### src/rtl/alu_arbiter_if.sv
// Request/response bundle between two ALU requesters and alu_arbiter.
// master = requester side, slave = arbiter side.
interface alu_arbiter_if;
  logic [1:0]  req_valid;
  logic [1:0]  req_ready;
  logic [31:0] a0;
  logic [31:0] b0;
  logic [3:0]  op0;
  logic [31:0] a1;
  logic [31:0] b1;
  logic [3:0]  op1;
  logic [1:0]  resp_valid;
  logic [1:0]  resp_ready;
  logic [31:0] resp_res;
  logic [3:0]  resp_flags;
  logic        busy;

  modport master (
    output req_valid, a0, b0, op0, a1, b1, op1, resp_ready,
    input  req_ready, resp_valid, resp_res, resp_flags, busy
  );

  modport slave (
    input  req_valid, a0, b0, op0, a1, b1, op1, resp_ready,
    output req_ready, resp_valid, resp_res, resp_flags, busy
  );
endinterface

### src/rtl/alu_arbiter.sv
// Round-robin arbiter sharing one combinational ALU between two requesters.
// One operation in flight; operands latched on accept, result captured after EXEC_CYCLES.
module alu_arbiter #(
  parameter int unsigned EXEC_CYCLES = 1
) (
  input logic          clk,
  input logic          rst_n,
  alu_arbiter_if.slave bus
);

  typedef enum logic [1:0] {StIdle, StExec, StResp} state_e;

  localparam logic [3:0] CntInit = 4'(EXEC_CYCLES - 1);

  state_e      state_q;
  logic        prio_q;
  logic        owner_q;
  logic [3:0]  cnt_q;
  logic [31:0] a_q;
  logic [31:0] b_q;
  logic [3:0]  op_q;
  logic [1:0]  resp_valid_q;
  logic [31:0] resp_res_q;
  logic [3:0]  resp_flags_q;

  logic [1:0]  grant;
  logic [32:0] sum;
  logic [31:0] alu_res;
  logic        alu_carry;
  logic        alu_ovf;
  logic [3:0]  alu_flags;

  // Grant is gated by rst_n so req_ready drops with the asynchronous reset.
  always_comb begin
    grant = 2'b00;
    if (rst_n && state_q == StIdle) begin
      case (bus.req_valid)
        2'b01:   grant = 2'b01;
        2'b10:   grant = 2'b10;
        2'b11:   grant = prio_q ? 2'b10 : 2'b01;
        default: grant = 2'b00;
      endcase
    end
  end

  // The ALU only ever sees the latched operands.
  always_comb begin
    sum       = '0;
    alu_res   = '0;
    alu_carry = 1'b0;
    alu_ovf   = 1'b0;
    case (op_q)
      4'd0: begin
        sum       = {1'b0, a_q} + {1'b0, b_q};
        alu_res   = sum[31:0];
        alu_carry = sum[32];
        alu_ovf   = (a_q[31] == b_q[31]) && (sum[31] != a_q[31]);
      end
      4'd1: begin
        sum       = {1'b0, a_q} + {1'b0, ~b_q} + 33'd1;
        alu_res   = sum[31:0];
        alu_carry = sum[32];
        alu_ovf   = (a_q[31] != b_q[31]) && (sum[31] != a_q[31]);
      end
      4'd2:    alu_res = a_q & b_q;
      4'd3:    alu_res = a_q | b_q;
      4'd4:    alu_res = a_q ^ b_q;
      4'd5:    alu_res = a_q << b_q[4:0];
      4'd6:    alu_res = a_q >> b_q[4:0];
      4'd7:    alu_res = $unsigned($signed(a_q) >>> b_q[4:0]);
      4'd8:    alu_res = {31'd0, $signed(a_q) < $signed(b_q)};
      4'd9:    alu_res = {31'd0, a_q < b_q};
      default: alu_res = '0;
    endcase
  end

  assign alu_flags = {alu_res[31], alu_res == 32'd0, alu_carry, alu_ovf};

  always_ff @(posedge clk or negedge rst_n) begin
    if (!rst_n) begin
      state_q      <= StIdle;
      prio_q       <= 1'b0;
      owner_q      <= 1'b0;
      cnt_q        <= '0;
      a_q          <= '0;
      b_q          <= '0;
      op_q         <= '0;
      resp_valid_q <= 2'b00;
      resp_res_q   <= '0;
      resp_flags_q <= '0;
    end else begin
      case (state_q)
        StIdle: begin
          if (grant != 2'b00) begin
            owner_q <= grant[1];
            a_q     <= grant[1] ? bus.a1 : bus.a0;
            b_q     <= grant[1] ? bus.b1 : bus.b0;
            op_q    <= grant[1] ? bus.op1 : bus.op0;
            cnt_q   <= CntInit;
            state_q <= StExec;
          end
        end
        StExec: begin
          if (cnt_q != 4'd0) begin
            cnt_q <= cnt_q - 4'd1;
          end else begin
            resp_res_q   <= alu_res;
            resp_flags_q <= alu_flags;
            resp_valid_q <= owner_q ? 2'b10 : 2'b01;
            state_q      <= StResp;
          end
        end
        StResp: begin
          if (bus.resp_ready[owner_q]) begin
            resp_valid_q <= 2'b00;
            prio_q       <= ~owner_q;
            state_q      <= StIdle;
          end
        end
        default: state_q <= StIdle;
      endcase
    end
  end

  assign bus.req_ready  = grant;
  assign bus.resp_valid = resp_valid_q;
  assign bus.resp_res   = resp_res_q;
  assign bus.resp_flags = resp_flags_q;
  assign bus.busy       = (state_q != StIdle);

endmodule

### src/flat_wrapper.sv
// flat-port wrapper written by rule: the top's interface ports become plain ports
module alu_arbiter_flat 
#(
  parameter int unsigned EXEC_CYCLES = 1
)
  (clk, rst_n, bus_req_valid, bus_a0, bus_b0, bus_op0, bus_a1, bus_b1, bus_op1, bus_resp_ready, bus_req_ready, bus_resp_valid, bus_resp_res, bus_resp_flags, bus_busy);
  alu_arbiter_if bus_i ();
  input logic clk;
  input logic rst_n;
  input wire logic [$bits(bus_i.req_valid)-1:0] bus_req_valid;
  input wire logic [$bits(bus_i.a0)-1:0] bus_a0;
  input wire logic [$bits(bus_i.b0)-1:0] bus_b0;
  input wire logic [$bits(bus_i.op0)-1:0] bus_op0;
  input wire logic [$bits(bus_i.a1)-1:0] bus_a1;
  input wire logic [$bits(bus_i.b1)-1:0] bus_b1;
  input wire logic [$bits(bus_i.op1)-1:0] bus_op1;
  input wire logic [$bits(bus_i.resp_ready)-1:0] bus_resp_ready;
  output wire logic [$bits(bus_i.req_ready)-1:0] bus_req_ready;
  output wire logic [$bits(bus_i.resp_valid)-1:0] bus_resp_valid;
  output wire logic [$bits(bus_i.resp_res)-1:0] bus_resp_res;
  output wire logic [$bits(bus_i.resp_flags)-1:0] bus_resp_flags;
  output wire logic [$bits(bus_i.busy)-1:0] bus_busy;
  assign bus_i.req_valid = bus_req_valid;
  assign bus_i.a0 = bus_a0;
  assign bus_i.b0 = bus_b0;
  assign bus_i.op0 = bus_op0;
  assign bus_i.a1 = bus_a1;
  assign bus_i.b1 = bus_b1;
  assign bus_i.op1 = bus_op1;
  assign bus_i.resp_ready = bus_resp_ready;
  assign bus_req_ready = bus_i.req_ready;
  assign bus_resp_valid = bus_i.resp_valid;
  assign bus_resp_res = bus_i.resp_res;
  assign bus_resp_flags = bus_i.resp_flags;
  assign bus_busy = bus_i.busy;
  alu_arbiter #(.EXEC_CYCLES(EXEC_CYCLES)) u_core (.clk(clk), .rst_n(rst_n), .bus(bus_i));
endmodule
### config.mk
export PLATFORM = sky130hd
export DESIGN_NAME = alu_arbiter_flat
export DESIGN_NICKNAME = d
export VERILOG_FILES = /design/src/rtl/alu_arbiter_if.sv /design/src/rtl/alu_arbiter.sv /design/src/flat_wrapper.sv
export SDC_FILE = /design/constraint.sdc
export NUM_CORES = 1
export LEC_CHECK = 0
export CAP_MARGIN = 40
export CORE_AREA = 2 2 116 230
export DETAILED_ROUTE_END_ITERATION = 12
export DIE_AREA = 0 0 118 232
export PLACE_DENSITY = 0.82
export SLEW_MARGIN = 20
export SYNTH_ARGS = -nofsm -noshare
export SYNTH_HDL_FRONTEND = slang
export SYNTH_SLANG_ARGS = --single-unit
### constraint.sdc
create_clock -name clk -period 5.1 [get_ports clk]
set_input_delay 1.02 -clock clk [delete_from_list [all_inputs] [get_ports clk]]
set_output_delay 1.02 -clock clk [all_outputs]
set_load 0.05 [all_outputs]
==> metrics.md <==
| Metric | Value |
|---|---|
| Status | finished clean |
| Top cell type by total area after synthesis | dfrtp_1 |
| Syn avg cell area | ~7.5 µm² |
| Nets | around 2300 |
| Final Wtd Congestion | between 1 and 1.5 |
| Root buf cell | clkbuf_16 |
| First drt pass iteration count | 7 |
| Total congestion overflow | 0 |
| Residual DRC | 0 |
| Area added between synthesis and finish | 19.5% |
| Max-slew headroom | 0.395 |
| GRT Resource Usage Total | 0.493 |
| CTS tree | done |
| Worst Hold Class | reg2reg |
| Worst Setup Start Kind | flop |
| Yosys cell types | 86 |
| Hold EP | u_core.bus.resp_res[14] |
| Post-synth ARST share | 1.00 |
| Reg2reg end | u_core.bus.resp_flags[2] |
| Post-route minimum period | approximately 5.0 ns |
| RSZ-0062 raised after global routing | no |
| Largest net degree at the start of global routing | 81 |
| Skew-Pair Late Insertion Delay | 0.46 ns |
| Main synth FF type | dfrtp_1 |
| Critical path's largest stage delay | ~0.66 ns |
| Ant. Diodes | 0 |
| RR Startpoint | u_core.b_q[0] |
| DP HPWL | about 53000 µm |
| Critical path class | reg2reg |
| Drt total wl | between 60000 and 70000 µm |
| Initial antenna violation count | 1 |
| Vias | about 17000 |
| Max-cap violations | 0 |
| DIE WIDTH | roughly 120 µm |
| Synth Area in Adders | 0.0902 |
| Peak fanout along the critical path | 26 |
| Final period utilization | 0.978 |
| Post-synthesis xor/xnor area fraction | 0.0102 |
| Final Hold Viols | 0 |
| Worst EP required | 5.48 ns |
| Delay-heaviest family, CP | compound AO/OA/AOI/OAI gates |
| Crit-path cells | buf_4 -> mux4_2 -> a222oi_1 -> o22ai_1 -> a211oi_2 -> o221ai_2 -> or4_1 -> nor4_2 -> nand4_1 -> nor4_1 -> a41o_1 |
| Compound-cell area share of the yosys netlist | 0.276 |
| Initial core utilization | 0.569 |
| Count of flip-flops with a built-in enable after synthesis | 0 |
| CP Data Arrival Time | about 5.4 ns |
| DRT iter0 DRCs | about 2500 |
| Register area share after synthesis | 0.194 |
| Clk slew on worst S/H paths | around 0.060 ns |
| DR vias/cell | roughly 7.2 |
| Hold wc startpoint | u_core.bus.resp_res[14] |
| # rows | 83 |
| Number of clock sinks | approximately 110 |
| Post-synth top area share | 0.194 |
| Main combinational cell family by area after synthesis | compound AO/OA/AOI/OAI gates |
| Post-synth net total | 2190 |
| Reg2reg path depth | 11 |
| Area contributors post-synth | dfrtp_1, ha_1, nand2_1 |
| Hold depth | 2 |
| Clock skew | approximately 0.014 ns |
| Core Region | ~0.026 mm² |
| Mux contribution to synthesized area | 0.138 |
| Worst slew pin tran | between 0.8 and 0.9 ns |
| Clock Path Buffers | 2 |
| I/O Buffers | approximately 180 |
| Share of cells above drive strength 1 | 0.108 |
| Setup TNS | 0 ns |
| Synth Warn # | 0 |
| Ports | ~180 |
| Chip height | 232 µm |
| Num CTS Buffers | 17 |
| ANT nets after route | 0 |
| Most frequent cell after synthesis | nand2_1 |
| Die area | approximately 0.027 mm² |
| Slowest CP cell | dfrtp_4 |
| Yosys reg bits | 113 |
| R2R Setup Slk | about 0.11 ns |
| Synth Instances | 1944 |
| First-pass GRT wire length | ~100000 µm |
| Vias in the first global route | 16900 |
| Simple-gate share of the synthesized area | 0.217 |
| Synth cell count leaders | nand2_1, nor2_1, clkbuf_1 |
| F_max | around 200 MHz |
| Slew Limit Fails | 0 |
| WL/cell | around 28 µm |
| Setup crit end kind | flop |
| Finish-stage setup viols | 0 |
| H-tree depth | 4 |
| Worst path bufs/invs | 1 |
| Post-Syn Area | about 0.015 mm² |
| CTS Hold Bufs | 0 |
==> what timing repair did <==
item,4_1_cts,5_1_grt
hold endpoints to repair,0,0
gates resized for setup,0,3
setup buffers,0,0
endpoints found under the setup margin,0,1
==> routing by layer <==
metal	global-route usage	up-vias	routed length, µm
li1	-	7385	-
met4	0.469	0	8160
met2	0.819	1366	32100
met1	0.507	8115	21100
met3	0.114	493	7020
met5	0	-	0
==> how the worst max path moves through the flow <==
stage,from,end,slack (ns),cells past startpoint
after floorplan,u_core.b_q[1],u_core.bus.resp_flags[2],0.97,15
after global placement,u_core.a_q[13],u_core.bus.resp_flags[2],0.13,14
after detailed placement,u_core.a_q[14],u_core.bus.resp_flags[2],0.18,14
after CTS,u_core.a_q[14],u_core.bus.resp_flags[2],0.14,14
after global routing,u_core.b_q[0],u_core.bus.resp_flags[2],0.02,11
final,u_core.b_q[0],u_core.bus.resp_flags[2],0.11,11
==> worst reg2reg max path, delay by kind of cell (launching register included) <==
kind | cells | cell delay (ns)
compound gates | 5 | 1.69
buf+inv | 1 | 0.44
flops | 1 | 0.66
mux | 1 | 0.56
simple gates | 4 | 1.56
==> placed cells by master, fill, tap and decap left out, types with 7 or more instances in the layout <==
master           synthesis  layout
a2111oi_0               11      11
a211o_1                 14      14
a211oi_1                33      33
a21o_1                  13      13
a21oi_1                116     116
a221o_1                 14      14
a221oi_1                19      19
a22oi_1                 17      17
a2bb2oi_1                7       7
a31oi_1                 86      86
and2_1                  15      15
and3_1                   7       7
buf_4                    3      77
clkbuf_16                0      17
clkdlybuf4s50_1          0     180
dfrtp_1                113     108
ha_1                   102     101
inv_1                  100     100
mux2_2                  21      21
mux2i_1                 57      57
mux4_2                  47      47
nand2_1                338     338
nand2b_1                14      14
nand3_1                 27      26
nand4_1                 13      13
nor2_1                 183     183
nor2b_1                 17      17
nor3_1                  28      28
nor3b_1                  7       7
nor4_1                  15      14
o211ai_1                27      27
o21a_1                  11      10
o21ai_0                 97      97
o21bai_1                14      14
o221ai_1                10      10
o22ai_1                 26      26
o31ai_1                 13      12
or4_1                    8       8
xnor2_1                 14      14
==> sequential cells by signal, indices dropped and copies added (netlist names) <==
register               flops
u_core.bus.resp_valid      2
u_core.state_q             2
u_core.owner_q             1
u_core.prio_q              1
u_core.bus.resp_flags      4
u_core.op_q                4
u_core.b_q                32
u_core.cnt_q               4
u_core.a_q                32
u_core.bus.resp_res       31
==> logic make-up after synthesis <==
family	after synthesis
and+or+nand+nor	712
AOI/OAI and AO/OA	596
buffers and inverters	271
muxes	131
DFF	113
adders and majority gates	104
xor gates and xnor gates	17
==> through the flow <==
step	util	instance area (µm²)	hold slack, ns	worst slack [ns]	std cells
4_1_cts	0.678	17400	0.481	0.140	2415
3_5_place_dp	0.657	16900	0.467	0.183	2383
6_report	0.680	17400	0.477	0.112	2419
5_1_grt	0.680	17400	0.507	0.0181	2419
2_1_floorplan	-	14600	0.472	0.971	1944
3_3_place_gp	0.657	16800	0.460	0.125	2381
==> layout make-up <==
cell class | instances | area, µm²
clock buffers | 18 | 439
fillers | 2130 | 8210
well taps | 340 | 425
repair buffers | 267 | 2500
clock inverters | 14 | 108
multi-input cells | 1560 | 10700
flip-flops and latches | 113 | 2840
inverters | 107 | 402
Power is not shown: default switching activity piles up to over one toggle a cycle in this logic, so the estimate is an artifact.
